<file path="config.mk">
export PLATFORM = sky130hd
export DESIGN_NAME = pwm_capture
export DESIGN_NICKNAME = d
export VERILOG_FILES = /design/src/rtl/pwm_capture.sv
export SDC_FILE = /design/constraint.sdc
export NUM_CORES = 1
export LEC_CHECK = 0
export CAP_MARGIN = 20
export CORE_ASPECT_RATIO = 1.4
export CORE_MARGIN = 1.5
export CORE_UTILIZATION = 65
export CTS_CLUSTER_SIZE = 12
export DETAILED_ROUTE_END_ITERATION = 6
export PLACE_DENSITY_LB_ADDON = 0.15
export REMOVE_ABC_BUFFERS = 1
export SYNTH_ARGS = -nofsm -noshare
export SYNTH_HDL_FRONTEND = slang
export SYNTH_SLANG_ARGS = --single-unit
export TNS_END_PERCENT = 5
</file>
<file path="constraint.sdc">
create_clock -name clk -period 8.7 [get_ports clk]
set_clock_uncertainty 0.2 [all_clocks]
set_input_delay 1.74 -clock clk [delete_from_list [all_inputs] [get_ports clk]]
set_output_delay 1.74 -clock clk [all_outputs]
set_load 0.005 [all_outputs]
</file>
<file path="src/rtl/pwm_capture.sv">
// PWM capture: measures period and high time of an asynchronous PWM input,
// derives a duty fraction with a bit-serial divider, and flags stuck inputs.
module pwm_capture #(
    parameter int unsigned Resolution   = 8,
    parameter int unsigned TimeoutTicks = 1000000
) (
    input  logic                  clk,
    input  logic                  reset,
    input  logic                  Enable,
    input  logic                  PWMIn,
    output logic [31:0]           Period,
    output logic [31:0]           HighTime,
    output logic [Resolution-1:0] Duty,
    output logic                  Valid,
    output logic                  Timeout,
    output logic                  Level,
    output logic                  Overrun
);

    localparam int unsigned      StepW    = $clog2(Resolution + 1);
    localparam logic [StepW-1:0] LastStep = StepW'(Resolution);
    localparam logic [31:0]      TmoLast  = 32'(TimeoutTicks - 1);

    typedef enum logic [1:0] {IDLE, ARM, HIGH, LOW} state_t;

    state_t state;
    state_t state_nx;

    logic sync1;
    logic sync2;
    logic sync3;
    logic rise;
    logic fall;
    logic edge_any;
    logic tmo_hit;
    logic complete;
    logic start_cnt;
    logic hi_run;
    logic lo_run;

    logic [31:0] period_cnt;
    logic [31:0] high_cnt;
    logic [31:0] high_lat;
    logic [31:0] idle_cnt;

    logic                  busy;
    logic                  sat;
    logic [StepW-1:0]      step;
    logic [31:0]           rem;
    logic [31:0]           den;
    logic [31:0]           per_p;
    logic [31:0]           high_p;
    logic [Resolution-1:0] quo;
    logic [32:0]           rem_sh;
    logic                  ge;

    // Counters stick at all-ones instead of wrapping.
    function automatic logic [31:0] sinc(input logic [31:0] v);
        return (v == 32'hFFFF_FFFF) ? v : v + 32'd1;
    endfunction

    assign Level    = sync2;
    assign rise     = sync2 & ~sync3;
    assign fall     = ~sync2 & sync3;
    assign edge_any = sync2 ^ sync3;

    // An edge in the same cycle always wins over the idle timeout.
    assign tmo_hit  = (state != IDLE) && !edge_any
                      && (idle_cnt >= TmoLast);

    assign complete  = Enable && (state == LOW) && rise;
    assign start_cnt = rise && ((state == ARM) || (state == LOW));
    assign hi_run    = (state == HIGH) && !tmo_hit;
    assign lo_run    = (state == LOW) && !tmo_hit && !rise;

    assign rem_sh = {rem, 1'b0};
    assign ge     = rem_sh >= {1'b0, den};

    // Two-flop synchronizer plus one history flop for edge detection.
    always_ff @(posedge clk or negedge reset) begin
        if (!reset) begin
            sync1 <= 1'b0;
            sync2 <= 1'b0;
            sync3 <= 1'b0;
        end else begin
            sync1 <= PWMIn;
            sync2 <= sync1;
            sync3 <= sync2;
        end
    end

    // State register.
    always_ff @(posedge clk or negedge reset) begin
        if (!reset) begin
            state <= IDLE;
        end else begin
            state <= state_nx;
        end
    end

    // Next-state logic: the first rise after arming only starts timing.
    always_comb begin
        state_nx = state;
        if (!Enable) begin
            state_nx = IDLE;
        end else begin
            unique case (state)
                IDLE: state_nx = ARM;
                ARM: begin
                    if (rise)         state_nx = HIGH;
                    else if (tmo_hit) state_nx = ARM;
                end
                HIGH: begin
                    if (fall)         state_nx = LOW;
                    else if (tmo_hit) state_nx = ARM;
                end
                LOW: begin
                    if (rise)         state_nx = HIGH;
                    else if (tmo_hit) state_nx = ARM;
                end
                default: state_nx = IDLE;
            endcase
        end
    end

    // Period, high-time and edge-idle counters plus the timeout flag.
    always_ff @(posedge clk or negedge reset) begin
        if (!reset) begin
            period_cnt <= '0;
            high_cnt   <= '0;
            high_lat   <= '0;
            idle_cnt   <= '0;
            Timeout    <= 1'b0;
        end else if (!Enable) begin
            period_cnt <= '0;
            high_cnt   <= '0;
            high_lat   <= '0;
            idle_cnt   <= '0;
            Timeout    <= 1'b0;
        end else begin
            if ((state == IDLE) || edge_any || tmo_hit) begin
                idle_cnt <= '0;
            end else begin
                idle_cnt <= sinc(idle_cnt);
            end

            if (rise) begin
                Timeout <= 1'b0;
            end else if (tmo_hit) begin
                Timeout <= 1'b1;
            end

            unique case (1'b1)
                start_cnt: begin
                    period_cnt <= 32'd1;
                    high_cnt   <= 32'd1;
                end
                tmo_hit: begin
                    period_cnt <= '0;
                    high_cnt   <= '0;
                end
                hi_run: begin
                    period_cnt <= sinc(period_cnt);
                    high_cnt   <= sinc(high_cnt);
                    if (fall) begin
                        high_lat <= high_cnt;
                    end
                end
                lo_run: begin
                    period_cnt <= sinc(period_cnt);
                end
                default: begin
                end
            endcase
        end
    end

    // Restoring divider: one quotient bit per cycle, then publish results.
    always_ff @(posedge clk or negedge reset) begin
        if (!reset) begin
            busy     <= 1'b0;
            sat      <= 1'b0;
            step     <= '0;
            rem      <= '0;
            den      <= '0;
            per_p    <= '0;
            high_p   <= '0;
            quo      <= '0;
            Period   <= '0;
            HighTime <= '0;
            Duty     <= '0;
            Valid    <= 1'b0;
            Overrun  <= 1'b0;
        end else begin
            Valid <= 1'b0;
            if (!Enable) begin
                busy    <= 1'b0;
                Overrun <= 1'b0;
            end else if (tmo_hit) begin
                busy <= 1'b0;
            end else if (busy) begin
                if (complete) begin
                    Overrun <= 1'b1;
                end
                if (step == LastStep) begin
                    busy     <= 1'b0;
                    Valid    <= 1'b1;
                    Period   <= per_p;
                    HighTime <= high_p;
                    Duty     <= sat ? '1 : quo;
                end else begin
                    step <= step + StepW'(1);
                    rem  <= ge ? 32'(rem_sh - {1'b0, den})
                               : rem_sh[31:0];
                    quo  <= (quo << 1) | Resolution'(ge);
                end
            end else if (complete) begin
                busy   <= 1'b1;
                step   <= '0;
                rem    <= high_lat;
                den    <= period_cnt;
                per_p  <= period_cnt;
                high_p <= high_lat;
                sat    <= high_lat >= period_cnt;
                quo    <= '0;
            end
        end
    end

endmodule

</file>
* Word-level counts from Yosys, hierarchy flattened *
Cells that the tools add are included.

storage, ports and cells
  output and inout port bits = 76
  input port bits = 4
  register bits after elaboration = 318
  word-level logic and storage cells = 126

cells by class
  multiplexer cells = 44
  add/sub/neg operators = 5
  reductions and logical operators = 26
  bitwise operators = 8
  order comparisons = 3
  equal/unequal tests = 19

operators with widths
  operator               count
  $mux 32                14
  $pmux 32 s3            2
  $add 32x1->32 const B  3
  $eq 32x32->1 const B   3
  $ge 33x32->1           1
  $ge 32x20->1 const B   1
  $ge 32x32->1           1
  $mux 8                 4
  $sub 32x32->32         1
  $mux 1                 16
  $mux 4                 3
  $reduce_and 4->1       3
  $ne 3x3->1 const B     3
  $logic_and 1x1->1      8
  $mux 2                 4
  $ne 2x1->1 const B     4
  $or 8x1->8             1
  $pmux 2 s3             1
  $reduce_and 2->1       3
  $add 4x1->4 const B    1
  $eq 2x2->1 const B     2
  $eq 4x4->1 const B     1
  $ne 2x2->1 const B     2
  $ne 4x1->1 const B     1
  12 further kinds       22

* Logic depth before layout (Yosys ltp) *
Gate-level depths: netlist of run 1.

  word-level depth = 10
  mapped depth = 14
  depth with buffers taken out = 12

* Least setup slack after synthesis of run 1 *
No wires, ideal clock.

  kind = input to register
  start = input port Enable
  end = register Period[28]
  library setup time = 127 ps
  stages = 7
  arrival time = 3,379 ps
  buffers on the path = 1
  data required time = 8,373 ps
  path slack = 4,993 ps
  path through = nor2b_1 > nand4_1 > a311oi_2 > nor2_1 > nor3_2 > clkbuf_1 > mux2_1

between the ends
  longest elaborated chain between the ends = 1

RTL lines
  what                        line  text
  start, declared             9     input logic Enable,
  $reduce_and 4->1 (no line)  n/a
  end signal, assigned        208   Period <= per_p;
  end, declared               11    output logic [31:0] Period,

No other way between the ends.
A chain may end at the register's enable or synchronous reset.

* Final worst setup path of run 1 *
  start = input port Enable
  end = register rem[28]

between the ends
  longest elaborated chain between the ends = 4

RTL lines
  what                             line  text
  $logic_and 1x1->1 (2 in series)  71    assign complete = Enable && (state == LOW) && rise;
  $reduce_bool 2->1 (no line)      n/a
  $reduce_and 4->1 (no line) *     n/a
  end signal, assigned             213   rem <= ge ? 32'(rem_sh - {1'b0, den})
  end signal, assigned             220   rem <= high_lat;
  end, declared                    49    logic [31:0] rem;

Every way passes the cells marked *; elsewhere a longest branch is shown, timed or not.

==> metrics.txt, run 1 <==
outcome finished, final reports clean; GRT Util Overall 0.304; Clock Pin Slew Worst Setup and Hold Paths 0.06 ns; RR Startpoint per_p[1]; most frequent cells in the layout dfrtp_1, nand2_1, nor2_1, o21ai_0, inv_1; Avg Cell Area, Syn 9.85 um^2; hold buffers post-CTS 0; peak supply drop 0.000177 V; Final Cell Area 0.0177 mm^2; die width 135 um; Main synth FF type dfrtp_1; Slew HR 0.346; core outline area 0.0240 mm^2; first-pass GRT wire length 61400 um; Rows 67; CTS max path bufs 3; synthesized cell area 0.0159 mm^2; DIE HEIGHT 188 um; maximum clock frequency 196 MHz; critical path class in -> reg; hold-critical path depth 0; gr ovfl total 0; CTS H-tree depth 1; Placement Cell Area 0.0169 mm^2; Cells after Synth 1609; DRT iter0 DRCs 927; # IOs 80; Num Clock Sinks 318; fin nets 1750; Root Buffer clkbuf_16; DR vias 12100; largest net degree at the start of global routing 129; Vias per Instance 6.06; Reg2Reg Depth 12; # diodes 0; flops & latches, synth 318; PortBufs 79; post-route ant nets 0; Skew-Pair Late Insertion Delay 0.56 ns; CP Capture Type register; Worst R2R End rem[22]; fraction of registers with async set/reset 1.00; RSZ-0062 raised after global routing no; Yosys Warn Count 0; Placed Instances 1951; min Tclk post-route 5.10 ns; CTS Buf Count 31; number of max-cap violations 0; Final Wtd Congestion 0.936; EDFF count, synth 0; register area share after synthesis 0.502; Synth-to-Final Area Change 12.0%; hold path start sync1; Setup Viol. Count Final 0; Synth cell types 79; CTS tree yes; Initial Util 0.661; setup_tns 0 ns; final slew viol count 0; Routed wire per std cell 18.9 um; layout cells sized above 1 0.0803; DRT Pass-1 Iters 5; PwrDens 165 mW/mm^2; Non-Filler Instances 1992; worst hold margin 0.151 ns; Setup crit start kind input port; R2R Setup Slk 4.70 ns; Worst EP required 8.95 ns; detailed placement HPWL 26200 um; Leakage Power 8.15 nW; die area 0.0253 mm^2; most common cell after layout, fill and taps aside dfrtp_1; slew at the pin closest to its max-slew limit 0.982 ns; Resized Gates After CTS 0; setup bufs post-CTS 0; Worst Hold Path EP Level; initial antenna violation count 0; drt drc 0; Max FO, Critical Path 67; vias in the first global route 12100; Tcrit/Tclk final 0.586; Critical Path AT 5.35 ns; Final Hold Viols 0; HP Class reg -> reg; final wirelength 37600 um
## metrics by stage
stage	utilization	total power (W)	setup WS, ns
5_1_grt	0.740	0.00303	3.36
3_5_place_dp	0.705	0.00177	3.13
4_1_cts	0.740	0.00294	3.70
2_1_floorplan	-	0.00168	-0.561
3_3_place_gp	0.705	0.00176	3.32
6_report	0.740	0.00293	3.60
## critical path, stage by stage
cell and delay [ns]:
clkdlybuf4s50_1 0.46, buf_4 0.26, nor2b_1 0.18, nand4_1 0.12, a311oi_2 0.42, nor2_1 0.29, nor3_2 0.22, buf_4 0.57
buf_4 0.65, a222oi_1 0.20, o21ai_0 0.15
## cell type report
class                      count  area (um^2)
sequential                   318         7960
multi-input combinational   1144         7310
fill                        1773         6230
timing repair buffer          95          916
clock buffer                  39          846
tap                          310          388
inverter                      84          315
clock inverter                 2         10.0
## power breakdown
group          total (W)  internal [W]  switching (W)
Combinational   0.000202     0.0000608       0.000141
Sequential       0.00154       0.00151      0.0000268
Clock            0.00119      0.000667       0.000519
## worst max-delay path by stage
stage | startpoint | to | slack (ns)
finish | Enable | rem[28] | 3.60
global route | Enable | rem[19] | 3.36
CTS | Enable | rem[19] | 3.70
detailed placement | Enable | rem[19] | 3.13
global placement | Enable | rem[20] | 3.32
floorplan | Enable | rem[19] | -0.56
## sequential cells by signal, summed over array words and instances, names as in the netlist
register,flops
high_p,32
rem,32
Timeout,1
sync3,1
sync1,1
quo,8
idle_cnt,32
high_lat,32
state,2
Level,1
high_cnt,32
Duty,8
period_cnt,32
Valid,1
Overrun,1
per_p,32
HighTime,32
busy,1
step,4
sat,1
Period,32
## synth_stat cells (7+ instances only)
master	number	area, um^2
dfrtp_1	318	7960
nand2_1	229	860
nor2_1	154	578
o21ai_0	105	526
inv_1	84	315
a21oi_1	72	360
ha_1	71	888
mux2_2	61	687
clkbuf_1	53	199
xor2_1	52	455
xnor2_1	48	420
nand3_1	43	215
nand4_1	31	194
a22o_1	25	219
a22oi_1	23	173
nor3_1	20	100
a21boi_0	19	143
a21o_1	15	113
nor2b_1	12	75.1
and3_1	11	68.8
nand2b_1	11	68.8
o211ai_1	10	75.1
buf_2	9	45.0
a31oi_1	8	50.1
nor4_1	8	50.1
or3_1	8	50.1
a211oi_1	7	52.6
## layer usage
metal | GRT usage | wire, um
met4 | 0.114 | 1310
met3 | 0.0324 | 1750
met2 | 0.531 | 19200
met5 | 0 | 0
met1 | 0.389 | 15400
## kinds of logic (layout without fill, tap and decap cells)
kind of cell | Yosys count | in the layout | synth area share
AO/OA/AOI/OAI | 327 | 327 | 0.132
XOR/XNOR | 100 | 100 | 0.0553
adder cells (fa/ha/maj) | 72 | 72 | 0.0573
buffers and inverters | 158 | 220 | 0.0408
flip-flops | 318 | 318 | 0.502
multiplexers | 71 | 71 | 0.0500
other | 1 | 12 | 0.000237
AND/OR/NAND/NOR | 562 | 562 | 0.162
Power figures use the tool's default switching activity.
==> run 2, diff against run 1 <==
--- a/config.mk
+++ b/config.mk
@@ -8,7 +8,7 @@
 export CAP_MARGIN = 20
 export CORE_ASPECT_RATIO = 1.4
 export CORE_MARGIN = 1.5
-export CORE_UTILIZATION = 65
+export CORE_UTILIZATION = 55
 export CTS_CLUSTER_SIZE = 12
 export DETAILED_ROUTE_END_ITERATION = 6
 export PLACE_DENSITY_LB_ADDON = 0.15
==> constraint.sdc (replaced) <==
create_clock -name clk -period 4.65 [get_ports clk]
set_clock_uncertainty 0.2 [all_clocks]
set_input_delay 0.93 -clock clk [delete_from_list [all_inputs] [get_ports clk]]
set_output_delay 0.93 -clock clk [all_outputs]
set_load 0.005 [all_outputs]
==> run 2 against run 1 <==
Against the previous run: sequential cell count did not move; core utilization fell by 10 points; combinational power is 91% higher; largest power group unchanged.
==> metrics.txt, run 2 (same netlist as run 1, synthesis figures left out) <==
outcome finished, final reports clean; CP cell instances inv_1 > ha_1 > nor2b_1 > o31a_1 > o211ai_1 > a211oi_1 > o21ai_0 > o21a_1 > nand2b_1 > o21ai_0 > a221o_1; gr ovfl total 0; Reg2Reg Depth 11; Crit-path slowest cell o21a_1; final slew viol count 0; # diodes 0; CTS H-tree depth 2; Vias per Instance 5.83; Leakage Power 8.25 nW; DIE HEIGHT 204 um; Worst EP required 4.85 ns; Resized Gates After CTS 0; hold buffers post-CTS 0; Root Buffer clkbuf_16; Final Hold Viols 0; wl on met1 15700 um; post-route ant nets 0; Synth-to-Final Area Change 13.9%; CP peak stage delay 0.53 ns; CP Capture Type register; die area 0.0299 mm^2; initial antenna violation count 0; worst path bufs/invs 1; Critical Path AT 4.12 ns; metal3 WL 1380 um; PwrDens 318 mW/mm^2; drt drc 0; core outline area 0.0284 mm^2; most frequent cells in the layout dfrtp_1, nand2_1, nor2_1, o21ai_0, inv_1; DR vias 12100; Rows 73; Setup Viol. Count Final 0; Clock Pin Slew Worst Setup and Hold Paths 0.06 ns; # IOs 80; GRT Util Overall 0.263; DRT Pass-1 Iters 5; die width 146 um; vias in the first global route 12100; Setup crit start kind register; first-pass GRT wire length 62500 um; CTS max path bufs 3; min Tclk post-route 3.92 ns; final wirelength 38000 um; Slew HR 0.393; fin nets 1758; Worst path most repeated cell o21ai_0; Num Clock Sinks 318; Tcrit/Tclk final 0.842; largest net degree at the start of global routing 107; maximum clock frequency 255 MHz; top layer in use met4; Routed wire per std cell 18.3 um; PortBufs 79; Skew-Pair Late Insertion Delay 0.52 ns; layout cells sized above 1 0.0866; setup bufs post-CTS 0; DRT iter0 DRCs 588; Fill cells 2388; most common cell after layout, fill and taps aside dfrtp_1; Final Wtd Congestion 0.918; WP depth 11; slew at the pin closest to its max-slew limit 0.911 ns; setup ws final 0.734 ns; RSZ-0062 raised after global routing no; pre-CTS setup slack 0.327 ns; hold-critical path depth 0; CTS tree yes; delay-heaviest family, CP compound AO/OA/AOI/OAI gates; met2 wire length 19500 um; Initial Util 0.558; number of max-cap violations 0; CTS Buf Count 34; worst hold margin 0.152 ns; Max FO, Critical Path 12; critical path class reg -> reg; peak supply drop 0.000275 V; HP Class reg -> reg; detailed placement HPWL 27000 um
[run 2: cell count changes in the layout (fill, tap and decap cells not counted)]
| cell | change |
|---|---|
| clkbuf_1 | +3 |
| clkinv_2 | +1 |
| buf_4 | +1 |
| clkinv_4 | +1 |
| o21ai_4 | +1 |
| buf_12 | +4 |
| inv_6 | +1 |
| clkbuf_16 | +4 |
| o21ai_2 | -1 |
[run 2: through the flow]
stage | cell area [um^2] | std cells | setup TNS [ns] | util | total power (W)
2_1_floorplan | 15600 | 1546 | -481.99 | - | 0.00315
5_1_grt | 18100 | 2072 | 0 | 0.636 | 0.00597
3_5_place_dp | 17100 | 2021 | 0 | 0.601 | 0.00331
6_report | 18100 | 2072 | 0 | 0.636 | 0.00575
4_1_cts | 18100 | 2072 | 0 | 0.636 | 0.00581
3_3_place_gp | 17100 | 2021 | 0 | 0.601 | 0.00331
[run 2: path summary, 6_finish.rpt]
kind / startpoint / to / slack (ns)
max in group asynchronous: reset / Period[2] / 3.05
max reg2reg: per_p[1] / rem[22] / 0.73
min reg2reg: sync1 / Level / 0.15
min: sync1 / Level / 0.15
min in group asynchronous: reset / Valid / 0.29
max: per_p[1] / rem[22] / 0.73
[run 2: worst register-to-register path: stages (launching register included)]
cell and delay, ns:
dfrtp_1 0.39, inv_1 0.07, ha_1 0.29, nor2b_1 0.15
o31a_1 0.32, o211ai_1 0.37, a211oi_1 0.17, o21ai_0 0.40
o21a_1 0.53, nand2b_1 0.48, o21ai_0 0.17, a221o_1 0.27
[run 2: routing by layer]
layer / GRT usage / vias to the layer above
li1: - / 5702
met1: 0.322 / 6026
met2: 0.469 / 277
met3: 0.0339 / 80
met4: 0.109 / 0
met5: 0 / -
[run 2: report_power, final]
group	leakage (nW)	total [W]	switching (W)	internal, W
Sequential	4.26	0.00288	0.0000463	0.00283
Combinational	3.50	0.000386	0.000267	0.000119
Clock	0.489	0.00248	0.00105	0.00143
[run 2: final cells by class]
| cell class | count | area [um^2] | area share |
|---|---|---|---|
| sequential | 318 | 7960 | 0.441 |
| multi-input combinational | 1144 | 7320 | 0.405 |
| timing repair buffer | 100 | 1000 | 0.0556 |
| clock buffer | 46 | 957 | 0.0530 |
| tap | 375 | 469 | 0.0260 |
| inverter | 84 | 315 | 0.0175 |
| clock inverter | 5 | 32.5 | 0.00180 |
==> run 3, diff against run 2 <==
==> constraint.sdc (replaced) <==
create_clock -name clk -period 3.3 [get_ports clk]
set_clock_uncertainty 0.2 [all_clocks]
set_input_delay 0.66 -clock clk [delete_from_list [all_inputs] [get_ports clk]]
set_output_delay 0.66 -clock clk [all_outputs]
set_load 0.005 [all_outputs]
==> run 3 against run 2 <==
Against the previous run: fmax rose by 22%; final cell count rose by 2.8%; total power rose by 37%; sequential share of layout area fell by 1.2 points.
==> metrics.txt, run 3 (same netlist as run 1, synthesis figures left out) <==
Setup Viol. Count Final 0; Clock Pin Slew Worst Setup and Hold Paths 0.06 ns; CTS H-tree depth 1; Synth-to-Final Area Change 17.0%; Num Clock Sinks 318; Crit-path slowest cell or4_1; setup_tns 0 ns; Placement Cell Area 0.0177 mm^2; initial antenna violation count 0; Worst EP required 3.55 ns; DRT iter0 DRCs 709; Vias per Instance 5.74; # diodes 0; CTS tree yes; core outline area 0.0284 mm^2; hold-critical path depth 0; RR Startpoint rem[27]; PortBufs 79; Final Wtd Congestion 0.944; layout cells sized above 1 0.118; DRT Pass-1 Iters 6; most common cell after layout, fill and taps aside dfrtp_1; DR vias 12200; final wirelength 39300 um; share of the core filled with cells 0.653; RSZ-0062 raised after global routing yes; slew at the pin closest to its max-slew limit 0.863 ns; GRT Util Overall 0.270; critical path class reg -> reg; Initial Util 0.558; HP Class reg -> reg; Final Cell Area 0.0185 mm^2; Final Hold Viols 0; Root Buffer clkbuf_16; delay-heaviest family, CP simple AND/OR/NAND/NOR gates; Worst R2R End rem[24]; worst path bufs/invs 0; Rows 73; die area 0.0299 mm^2; die width 146 um; Reg2Reg Depth 9; CTS Buf Count 31; vias in the first global route 12200; # IOs 80; final slew viol count 0; R2R Setup Slk 0.09 ns; drt drc 0; Final Power 0.00786 W; Skew-Pair Late Insertion Delay 0.58 ns; CP peak stage delay 0.46 ns; Leakage Power 8.54 nW; DIE HEIGHT 204 um; Tcrit/Tclk final 0.973; Max FO, Critical Path 5; first-pass GRT wire length 63500 um; Setup crit start kind register; Worst Hold Path EP Level; Routed wire per std cell 18.5 um; largest net degree at the start of global routing 76; CTS max path bufs 3; fin nets 1819; CP Capture Type register; min Tclk post-route 3.21 ns; maximum clock frequency 311 MHz; most frequent cells in the layout dfrtp_1, nand2_1, nor2_1, o21ai_0, inv_1; Fill cells 2285; peak supply drop 0.000396 V; post-route ant nets 0; pre-CTS setup slack 0.0602 ns; hold path start sync1; gr ovfl total 0; outcome finished, final reports clean; setup bufs post-CTS 0; Slew HR 0.422; PwrDens 424 mW/mm^2; CP cell instances ha_1 > nand4_1 > o211ai_1 > a41oi_1 > or4_1 > o21a_2 > and2_1 > a222oi_1 > o21ai_0; Critical Path AT 3.46 ns; number of max-cap violations 0; setup ws final 0.0883 ns; detailed placement HPWL 28700 um
run 3: changes by cell type in the layout (fill, tap and decap cells not counted), moves of 2 or more:
cell       previous run  this run
buf_12                4        13
buf_4                17        71
clkbuf_1              7         9
clkbuf_16            35        31
clkinv_2              3         1
o21ai_0             104       101
o21ai_1               0         3
run 3: how the worst max path moves through the flow:
| stage | end | startpoint | cells past startpoint |
|---|---|---|---|
| global route | rem[29] | per_p[26] | 10 |
| CTS | rem[31] | per_p[1] | 12 |
| floorplan | rem[19] | idle_cnt[13] | 7 |
| finish | rem[24] | rem[27] | 9 |
| global placement | high_cnt[14] | Enable | 11 |
| detailed placement | high_cnt[14] | Enable | 11 |
run 3: timing repair:
action | 4_1_cts | 5_1_grt
endpoints found under the setup margin | 0 | 24
endpoints found under the hold margin | 67 | 0
hold buffers | 1 | 0
resized for setup | 0 | 9
run 3: power breakdown:
group	internal [W]	switching, W	leakage, nW
combinational	0.000217	0.000397	3.85
sequential	0.00399	0.0000625	4.26
clock	0.00176	0.00144	0.423
total	0.00597	0.00190	8.54
run 3: metrics by stage:
step           std cells  hold WS, ns
2_1_floorplan       1546        0.131
3_3_place_gp        2084        0.140
3_5_place_dp        2084        0.140
4_1_cts             2130        0.154
5_1_grt             2130        0.165
6_report            2130        0.153
run 3: routing by layer:
layer  track usage  part of all wire  up-vias
met3        0.0348             0.044       94
met5             0                 0        -
met2         0.476              0.50      283
li1              -                 -     5818
met1         0.331              0.41     6033
met4         0.120             0.043        0
run 3: layout make-up:
cell class | count | area (um^2) | area share
timing repair buffer | 164 | 1600 | 0.0862
tap | 375 | 469 | 0.0253
clock buffer | 43 | 851 | 0.0459
multi-input combinational | 1144 | 7340 | 0.396
clock inverter | 2 | 13.8 | 0.000742
inverter | 84 | 315 | 0.0170
sequential | 318 | 7960 | 0.429
